==> src/rtl/vga_scan_driver.sv <==
// vga_scan_driver
//   Generates VGA 640x480@60 timing from a 100 MHz clock using a free-running
//   divide-by-4 pixel enable, exposes the current visible coordinate to the
//   compositor, and registers the compositor colour plus sync/blank signals
//   so they leave the block aligned with each other.
//
// Ports
//   clk          system clock (100 MHz), the only clock
//   rst          asynchronous active-high reset
//   color        12-bit pixel colour from the compositor, {R,G,B} 4 bits each
//   x, y         current visible column/row (0 outside the active region)
//   hs, vs       horizontal/vertical sync, active low, registered
//   r, g, b      registered colour outputs, forced to 0 outside active video
//   rdn          display-active, active low, aligned with r/g/b
//   frame_start  one-clk pulse when the counters wrap to the top-left corner
module vga_scan_driver #(
  parameter int H_SYNC  = 96,
  parameter int H_BACK  = 48,
  parameter int H_VIS   = 640,
  parameter int H_TOTAL = 800,
  parameter int V_SYNC  = 2,
  parameter int V_BACK  = 33,
  parameter int V_VIS   = 480,
  parameter int V_TOTAL = 525
) (
  input  logic        clk,
  input  logic        rst,
  input  logic [11:0] color,
  output logic [9:0]  x,
  output logic [8:0]  y,
  output logic        hs,
  output logic        vs,
  output logic [3:0]  r,
  output logic [3:0]  g,
  output logic [3:0]  b,
  output logic        rdn,
  output logic        frame_start
);

  // Timing boundaries sized to the 10-bit counters so every compare is
  // width-matched.
  localparam logic [9:0] H_LAST      = 10'(H_TOTAL - 1);
  localparam logic [9:0] V_LAST      = 10'(V_TOTAL - 1);
  localparam logic [9:0] H_SYNC_END  = 10'(H_SYNC);
  localparam logic [9:0] V_SYNC_END  = 10'(V_SYNC);
  localparam logic [9:0] H_ACT_BEG   = 10'(H_SYNC + H_BACK);
  localparam logic [9:0] H_ACT_END   = 10'(H_SYNC + H_BACK + H_VIS);
  localparam logic [9:0] V_ACT_BEG   = 10'(V_SYNC + V_BACK);
  localparam logic [9:0] V_ACT_END   = 10'(V_SYNC + V_BACK + V_VIS);

  logic [1:0]  presc_q, presc_d;
  logic [9:0]  h_cnt_q, h_cnt_d;
  logic [9:0]  v_cnt_q, v_cnt_d;
  logic        frame_start_q, frame_start_d;
  logic        hs_q, hs_d;
  logic        vs_q, vs_d;
  logic        rdn_q, rdn_d;
  logic [11:0] rgb_q, rgb_d;

  logic pix_en;
  logic hsync_raw;
  logic vsync_raw;
  logic active;

  always_ff @(posedge clk or posedge rst) begin
    if (rst) begin
      presc_q       <= 2'd0;
      h_cnt_q       <= 10'd0;
      v_cnt_q       <= 10'd0;
      frame_start_q <= 1'b0;
      hs_q          <= 1'b1;
      vs_q          <= 1'b1;
      rdn_q         <= 1'b1;
      rgb_q         <= 12'h000;
    end else begin
      presc_q       <= presc_d;
      h_cnt_q       <= h_cnt_d;
      v_cnt_q       <= v_cnt_d;
      frame_start_q <= frame_start_d;
      hs_q          <= hs_d;
      vs_q          <= vs_d;
      rdn_q         <= rdn_d;
      rgb_q         <= rgb_d;
    end
  end

  // Pixel-rate scan counters. frame_start is registered so its single-clk
  // pulse coincides with the counters sitting at (0,0).
  always_comb begin
    presc_d       = presc_q + 2'd1;
    pix_en        = (presc_q == 2'd3);
    h_cnt_d       = h_cnt_q;
    v_cnt_d       = v_cnt_q;
    frame_start_d = 1'b0;
    if (pix_en) begin
      if (h_cnt_q == H_LAST) begin
        h_cnt_d = 10'd0;
        if (v_cnt_q == V_LAST) begin
          v_cnt_d       = 10'd0;
          frame_start_d = 1'b1;
        end else begin
          v_cnt_d = v_cnt_q + 10'd1;
        end
      end else begin
        h_cnt_d = h_cnt_q + 10'd1;
      end
    end
  end

  // Raw timing decode and coordinates. x/y are combinational so the
  // compositor has a full pixel period to produce color before it is latched.
  always_comb begin
    hsync_raw = (h_cnt_q >= H_SYNC_END);
    vsync_raw = (v_cnt_q >= V_SYNC_END);
    active    = (h_cnt_q >= H_ACT_BEG) && (h_cnt_q < H_ACT_END) &&
                (v_cnt_q >= V_ACT_BEG) && (v_cnt_q < V_ACT_END);
    x = 10'd0;
    y = 9'd0;
    if (active) begin
      x = h_cnt_q - H_ACT_BEG;
      y = 9'(v_cnt_q - V_ACT_BEG);
    end
  end

  // Output stage: colour and sync share one pixel of latency. The colour
  // mux selects a constant outside active video so an undefined color input
  // there never reaches the pins.
  always_comb begin
    hs_d  = hs_q;
    vs_d  = vs_q;
    rdn_d = rdn_q;
    rgb_d = rgb_q;
    if (pix_en) begin
      hs_d  = hsync_raw;
      vs_d  = vsync_raw;
      rdn_d = ~active;
      if (active) begin
        rgb_d = color;
      end else begin
        rgb_d = 12'h000;
      end
    end
  end

  assign hs          = hs_q;
  assign vs          = vs_q;
  assign rdn         = rdn_q;
  assign r           = rgb_q[11:8];
  assign g           = rgb_q[7:4];
  assign b           = rgb_q[3:0];
  assign frame_start = frame_start_q;

endmodule

==> config.mk <==
export PLATFORM = sky130hd
export DESIGN_NAME = vga_scan_driver
export DESIGN_NICKNAME = d
export VERILOG_FILES = /design/src/rtl/vga_scan_driver.sv
export SDC_FILE = /design/constraint.sdc
export NUM_CORES = 1
export LEC_CHECK = 0
export BUFFER_PORTS_ARGS = -buffer_cell sky130_fd_sc_hd__buf_2
export CAP_MARGIN = 20
export CORE_MARGIN = 2
export CORE_UTILIZATION = 50
export CTS_BUF_LIST = sky130_fd_sc_hd__clkbuf_8
export DETAILED_ROUTE_END_ITERATION = 7
export PLACE_DENSITY = 0.74
export SYNTH_ARGS = -nofsm -noshare
export SYNTH_HDL_FRONTEND = slang
export SYNTH_SLANG_ARGS = --single-unit
==> constraint.sdc <==
create_clock -name clk -period 2.75 [get_ports clk]
set_input_delay 0.1375 -clock clk [delete_from_list [all_inputs] [get_ports clk]]
set_output_delay 0.1375 -clock clk [all_outputs]
set_load 0.1 [all_outputs]
# Word-level counts from Yosys, hierarchy flattened
# Index checks and enable logic that the tools add are counted.
# W data, S select, Z words.
[totals]
ff_bits = 38
in_bits = 14
wordCells = 35
[op_classes]
add_sub_neg = 5
n_lt_le_gt_ge = 6
n_eq_ne = 3
n_mux = 8
bitwise = 1
reduce_logical = 4
[ops]
columns = ["op", "count"]
rows = [
  ["$mux W10", 3],
  ["$add A10 B1 Y10 const B", 2],
  ["$eq A10 B10 Y1 const B", 2],
  ["$lt A10 B10 Y1 const B", 2],
  ["$mux W12", 1],
  ["$ge A10 B2 Y1 const B", 1],
  ["$ge A10 B6 Y1 const B", 1],
  ["$ge A10 B7 Y1 const B", 1],
  ["$ge A10 B8 Y1 const B", 1],
  ["$sub A10 B8 Y10 const B", 1],
  ["$mux W9", 1],
  ["$sub A9 B6 Y9 const B", 1],
  ["$logic_and A1 B1 Y1", 3],
  ["$mux W1", 3],
  ["$add A2 B1 Y2 const B", 1],
  ["$eq A2 B2 Y1 const B", 1],
  ["$reduce_and A2 Y1", 1],
  ["$not A1 Y1", 1],
]

# Logic depth before layout (Yosys ltp)
[depth]
ltp_word = 5
mapped_depth = 7
mapped_depth_nobuf = 6

# Least setup slack after synthesis
# No wires, ideal clock.
[synth_path]
kind = "flip-flop to output port"
start = "reg v_cnt_q[0]"
end = "out y[4]"
arrival_time_ns = 3.830
required_time_ns = 2.612
slack_ns = -1.218
path_stages_with_launch = 8
cell_sequence = "dfrtp_1 > ha_1 > clkbuf_1 > or4_1 > a21boi_0 > a32o_1 > buf_2 > a211oi_1"
[synth_between]
elab_chain_cells = 4
[synth_rtl]
columns = ["item", "line_no", "text"]
rows = [
  ["start, declared", "53", "logic [9:0] v_cnt_q, v_cnt_d;"],
  ["start signal, assigned", "78", "v_cnt_q <= v_cnt_d;"],
  ["$ge A10 B6 Y1", "116", "(v_cnt_q >= V_ACT_BEG) && (v_cnt_q < V_ACT_END);"],
  ["$logic_and A1 B1 Y1", "115", "active = (h_cnt_q >= H_ACT_BEG) && (h_cnt_q < H_ACT_END) &&"],
  ["$logic_and A1 B1 Y1", "116", ""],
  ["$mux W9 (*)", "119", "if (active) begin"],
  ["end, declared", "30", "output logic [8:0] y,"],
]
# Every way passes the cells marked *; elsewhere a longest branch is shown, timed or not.

# Final worst setup path
[layout_path]
start = "reg v_cnt_q[6]"
end = "out y[5]"
[layout_between]
elab_chain_cells = 4
[layout_rtl]
columns = ["item", "line_no"]
rows = [
  ["$ge A10 B6 Y1", "116"],
  ["$logic_and A1 B1 Y1", "115"],
  ["$logic_and A1 B1 Y1 (*)", "116"],
  ["$mux W9 (*)", "119"],
]
# Marked as above.

==> implementation parameters <==
Parameter                              Value

Worst setup path
  Setup Crit Path Kind ... flop to output pin
  Type of origin of the critical path ... flop
  Arrival @ worst endpoint ... 2490 ps
  Maximum fanout count along the critical path ... 16
  CP endpoint kind ... output pin
  Worst endpoint required time ... 2610 ps

Timing
  Worst slew pin tran ... 822 ps
  Max Clock Freq ... 380 MHz
  Number of failing setup endpoints in the final timing report ... 0
  Clock skew after layout ... 5.63 ps
  Max-slew violation count ... 0
  Fin crit share ... 95.6%
  Number of endpoints with negative hold slack in the final report ... 19
  Fin Hold WS ... -7.51 ps
  Min cycle time layout ... 2630 ps
  Setup TNS ... 0 ps
  Setup repair after global routing missed its margin ... no
  Normalized max-slew margin ... 45.1%

Clocking
  Clk_lat worst skew ... 300 ps
  Clock slew at the register clock pins of the worst setup and hold paths ... 80 ps
  Quantity of hold-fixing buffers added after cts ... 0
  Number of clock sinks ... 38
  Buffer count from post-CTS setup fixing ... 0
  CTS tree ... done
  H-Tree Depth ... 2
  Buffer levels on the longest clock path ... 2
  Root buffer cell ... sky130_fd_sc_hd__clkbuf_8
  Number of buffers inserted during clock tree synthesis ... 5

Cells and area
  Fraction of final layout cells sized beyond drive strength 1 ... 32.6%
  Net count, final ... 327
  Diode insertion count for antenna repair ... 0
  Post-synthesis to final-layout area growth ... 26.8%

Pwr
  LEAKAGE ... 1.29 nW
  Largest voltage drop on the vdd net ... 0.214 mV
  Gate power share ... 1.8%
  PD cells ... 393 nW/um^2
  Power Internal ... 0.929 mW
  Sw power ... 0.226 mW
  Part of the total power dissipated in the clock network ... 49.8%
  Proportion of total power due to net switching ... 19.6%
  Share of power burned in registers ... 48.3%

Min path
  Kind of path behind the tightest hold check ... input port to async pin

Run status
  Status ... finished, violations left
  Failing checks ... hold timing

Global routing
  Largest net degree at the start of global routing ... 40
  Combined global-route utilization of all metal layers ... 22.7%
  Global-route wire length before repair ... 9250 um
  Vias in the first global route ... 1949
  Overflow left after global routing ... 0
  Initial antenna violation count ... 0

Synth
  Most used flip-flop cell after synthesis ... sky130_fd_sc_hd__dfrtp_1
  Proportion of register bits with asynchronous set or reset after synthesis ... 100%
  Synth Instances ... 259
  Yosys warning total ... 0
  Number of synthesized flops with an enable pin ... 0
  Number of distinct standard cells referenced by the synthesized netlist ... 52
  Synthesized flop and latch total ... 38
  Synth Area per Inst ... 8.96 sq um
  Mapped cell area ... 2320 sq um
  Net count after synthesis ... 283
  Sequential-to-total area share from yosys stat ... 41.2%

Detailed routing
  DRC errors left ... 0
  Drt first pass iters ... 5
  Number of nets still failing antenna checks after routing ... 0
  Routed wire length ... 5610 um
  Vias ... 2125
  Routed wire per std cell ... 15.7 um
  Number of violations reported at the end of detailed-routing iteration 0 ... 128
  Ratio of routed vias to standard cells ... 5.97

Die
  Core area ... 4410 sq um
  Initial cell density of the core ... 52.6%
  Die outline height ... 72.1 um
  Standard-cell rows ... 24
  Horizontal extent of the die ... 72.1 um
  Die area ... 5200 sq um
  IO Count ... 49

Placed design
  HPWL after detailed placement ... 3880 um
  Port-buffer cells ... 48
  Gpl congestion ... 0.933

Run
  MaxCap Viol Count ... 0
==> critical path, stage by stage, from the launching register on <==
cell	delay [ps]
sky130_fd_sc_hd__dfrtp_2	470
sky130_fd_sc_hd__or4_4	580
sky130_fd_sc_hd__o31ai_4	270
sky130_fd_sc_hd__nand2_2	150
sky130_fd_sc_hd__buf_6	220
sky130_fd_sc_hd__nor3_2	180
sky130_fd_sc_hd__buf_4	320
==> cell usage after synthesis, types with 4 or more instances <==
library cell               count  area (sq um)
sky130_fd_sc_hd__buf_2         7          35.0
sky130_fd_sc_hd__nand4_1      17           106
sky130_fd_sc_hd__nor3_1       22           110
sky130_fd_sc_hd__o21ai_0       9          45.0
sky130_fd_sc_hd__nor2_1       11          41.3
sky130_fd_sc_hd__a21oi_1       5          25.0
sky130_fd_sc_hd__clkbuf_1     12          45.0
sky130_fd_sc_hd__nand2_1      16          60.1
sky130_fd_sc_hd__nor2b_1       4          25.0
sky130_fd_sc_hd__o22ai_1      14          87.6
sky130_fd_sc_hd__nand3_1       8          40.0
sky130_fd_sc_hd__inv_1        24          90.1
sky130_fd_sc_hd__xnor2_1      13           114
sky130_fd_sc_hd__ha_1         10           125
sky130_fd_sc_hd__dfrtp_1      35           876
==> layout make-up <==
class                           count  area (sq um)
Clock buffer                        5          68.8
Clock inverter                      3          68.8
Fill cell                         359          1470
Inverter                           25          93.8
Multi-Input combinational cell    174          1290
Sequential cell                    38           956
Tap cell                           52          65.1
Timing Repair Buffer               59           398
==> repair_timing <==
| item | 4_1_cts | 5_1_grt |
|---|---|---|
| resized for setup | 10 | 26 |
| endpoints found under the hold margin | 0 | 0 |
| endpoints found under the setup margin | 19 | 19 |
==> power groups by stage <==
stage | Combinational (mW) | Clock, mW | Sequential [mW]
global route | 0.0246 | 0.614 | 0.558
floorplan | 0.00827 | 0 | 0.569
CTS | 0.0223 | 0.584 | 0.558
global placement | 0.0222 | 0 | 0.569
finish | 0.0213 | 0.576 | 0.558
detailed placement | 0.0222 | 0 | 0.569
==> cells by family after synthesis <==
logic type | after synthesis | synth area share (%)
and+or+nand+nor | 98 | 23.2
AOI/OAI and AO/OA | 50 | 15.6
buffers and inverters | 47 | 8.36
DFF | 38 | 41.2
xor gates and xnor gates | 14 | 5.29
adders and majority gates | 10 | 5.39
muxes | 2 | 0.917
==> path summary, 6_finish.rpt <==
path / from / endpoint / slack [ps] / cells past startpoint
worst max-delay path: v_cnt_q[6] / y[5] / 120 / 6
worst min-delay path: rst / rgb_q[9] / -8 / 2
worst max register to register: v_cnt_q[6] / v_cnt_q[9] / 600 / 4
worst min register to register: presc_q[0] / presc_q[0] / 440 / 1
max in group asynchronous: rst / v_cnt_q[6] / 1990 / 3
min in group clk: color[5] / rgb_q[5] / 110 / 3
==> registers in the layout (all words and copies together) (netlist names) <==
name	count
hs	1
presc_q	2
frame_start	1
v_cnt_q	10
rdn	1
h_cnt_q	10
rgb_q	12
vs	1
==> through the flow <==
step / cells / area (sq um) / total power, mW / utilization (%) / setup WS (ps)
finish: 356 / 2940 / 1.16 / 66.6 / 120
global route: 356 / 2940 / 1.20 / 66.6 / 13.1
CTS: 356 / 2890 / 1.16 / 65.5 / -1.84
detailed placement: 348 / 2730 / 0.592 / 61.9 / 207
global placement: 348 / 2730 / 0.592 / 61.9 / 298
floorplan: 259 / 2430 / 0.578 / - / -396
==> layout by cell type, fill, tap and decap left out, types with 3 or more instances in the layout <==
cell and instances:
sky130_fd_sc_hd__xnor2_1 13, sky130_fd_sc_hd__a21oi_1 5, sky130_fd_sc_hd__o21ai_0 9, sky130_fd_sc_hd__dfstp_2 3
sky130_fd_sc_hd__nor3_1 4, sky130_fd_sc_hd__ha_1 10, sky130_fd_sc_hd__buf_2 29, sky130_fd_sc_hd__o22ai_1 14
sky130_fd_sc_hd__inv_1 24, sky130_fd_sc_hd__nand4_1 17, sky130_fd_sc_hd__and3_1 3, sky130_fd_sc_hd__buf_4 26
sky130_fd_sc_hd__and4_1 3, sky130_fd_sc_hd__nand3_1 8, sky130_fd_sc_hd__a22o_1 3, sky130_fd_sc_hd__nor2b_1 4
sky130_fd_sc_hd__nand2_1 16, sky130_fd_sc_hd__clkbuf_8 5, sky130_fd_sc_hd__nor2_1 11, sky130_fd_sc_hd__nor3_2 16
sky130_fd_sc_hd__dfrtp_1 34
==> metal layers <==
| metal | share of wire (%) | wire, um | vias up | GRT usage, % |
|---|---|---|---|---|
| met5 | 0 | 0 | - | 0 |
| met4 | 0.71 | 40 | 0 | 6.50 |
| met3 | 7.6 | 428 | 8 | 5.42 |
| met2 | 46 | 2550 | 87 | 33.3 |
| met1 | 46 | 2580 | 1013 | 33.5 |
| li1 | - | - | 1017 | - |
Note: power is estimated with default switching activity, not from simulation.
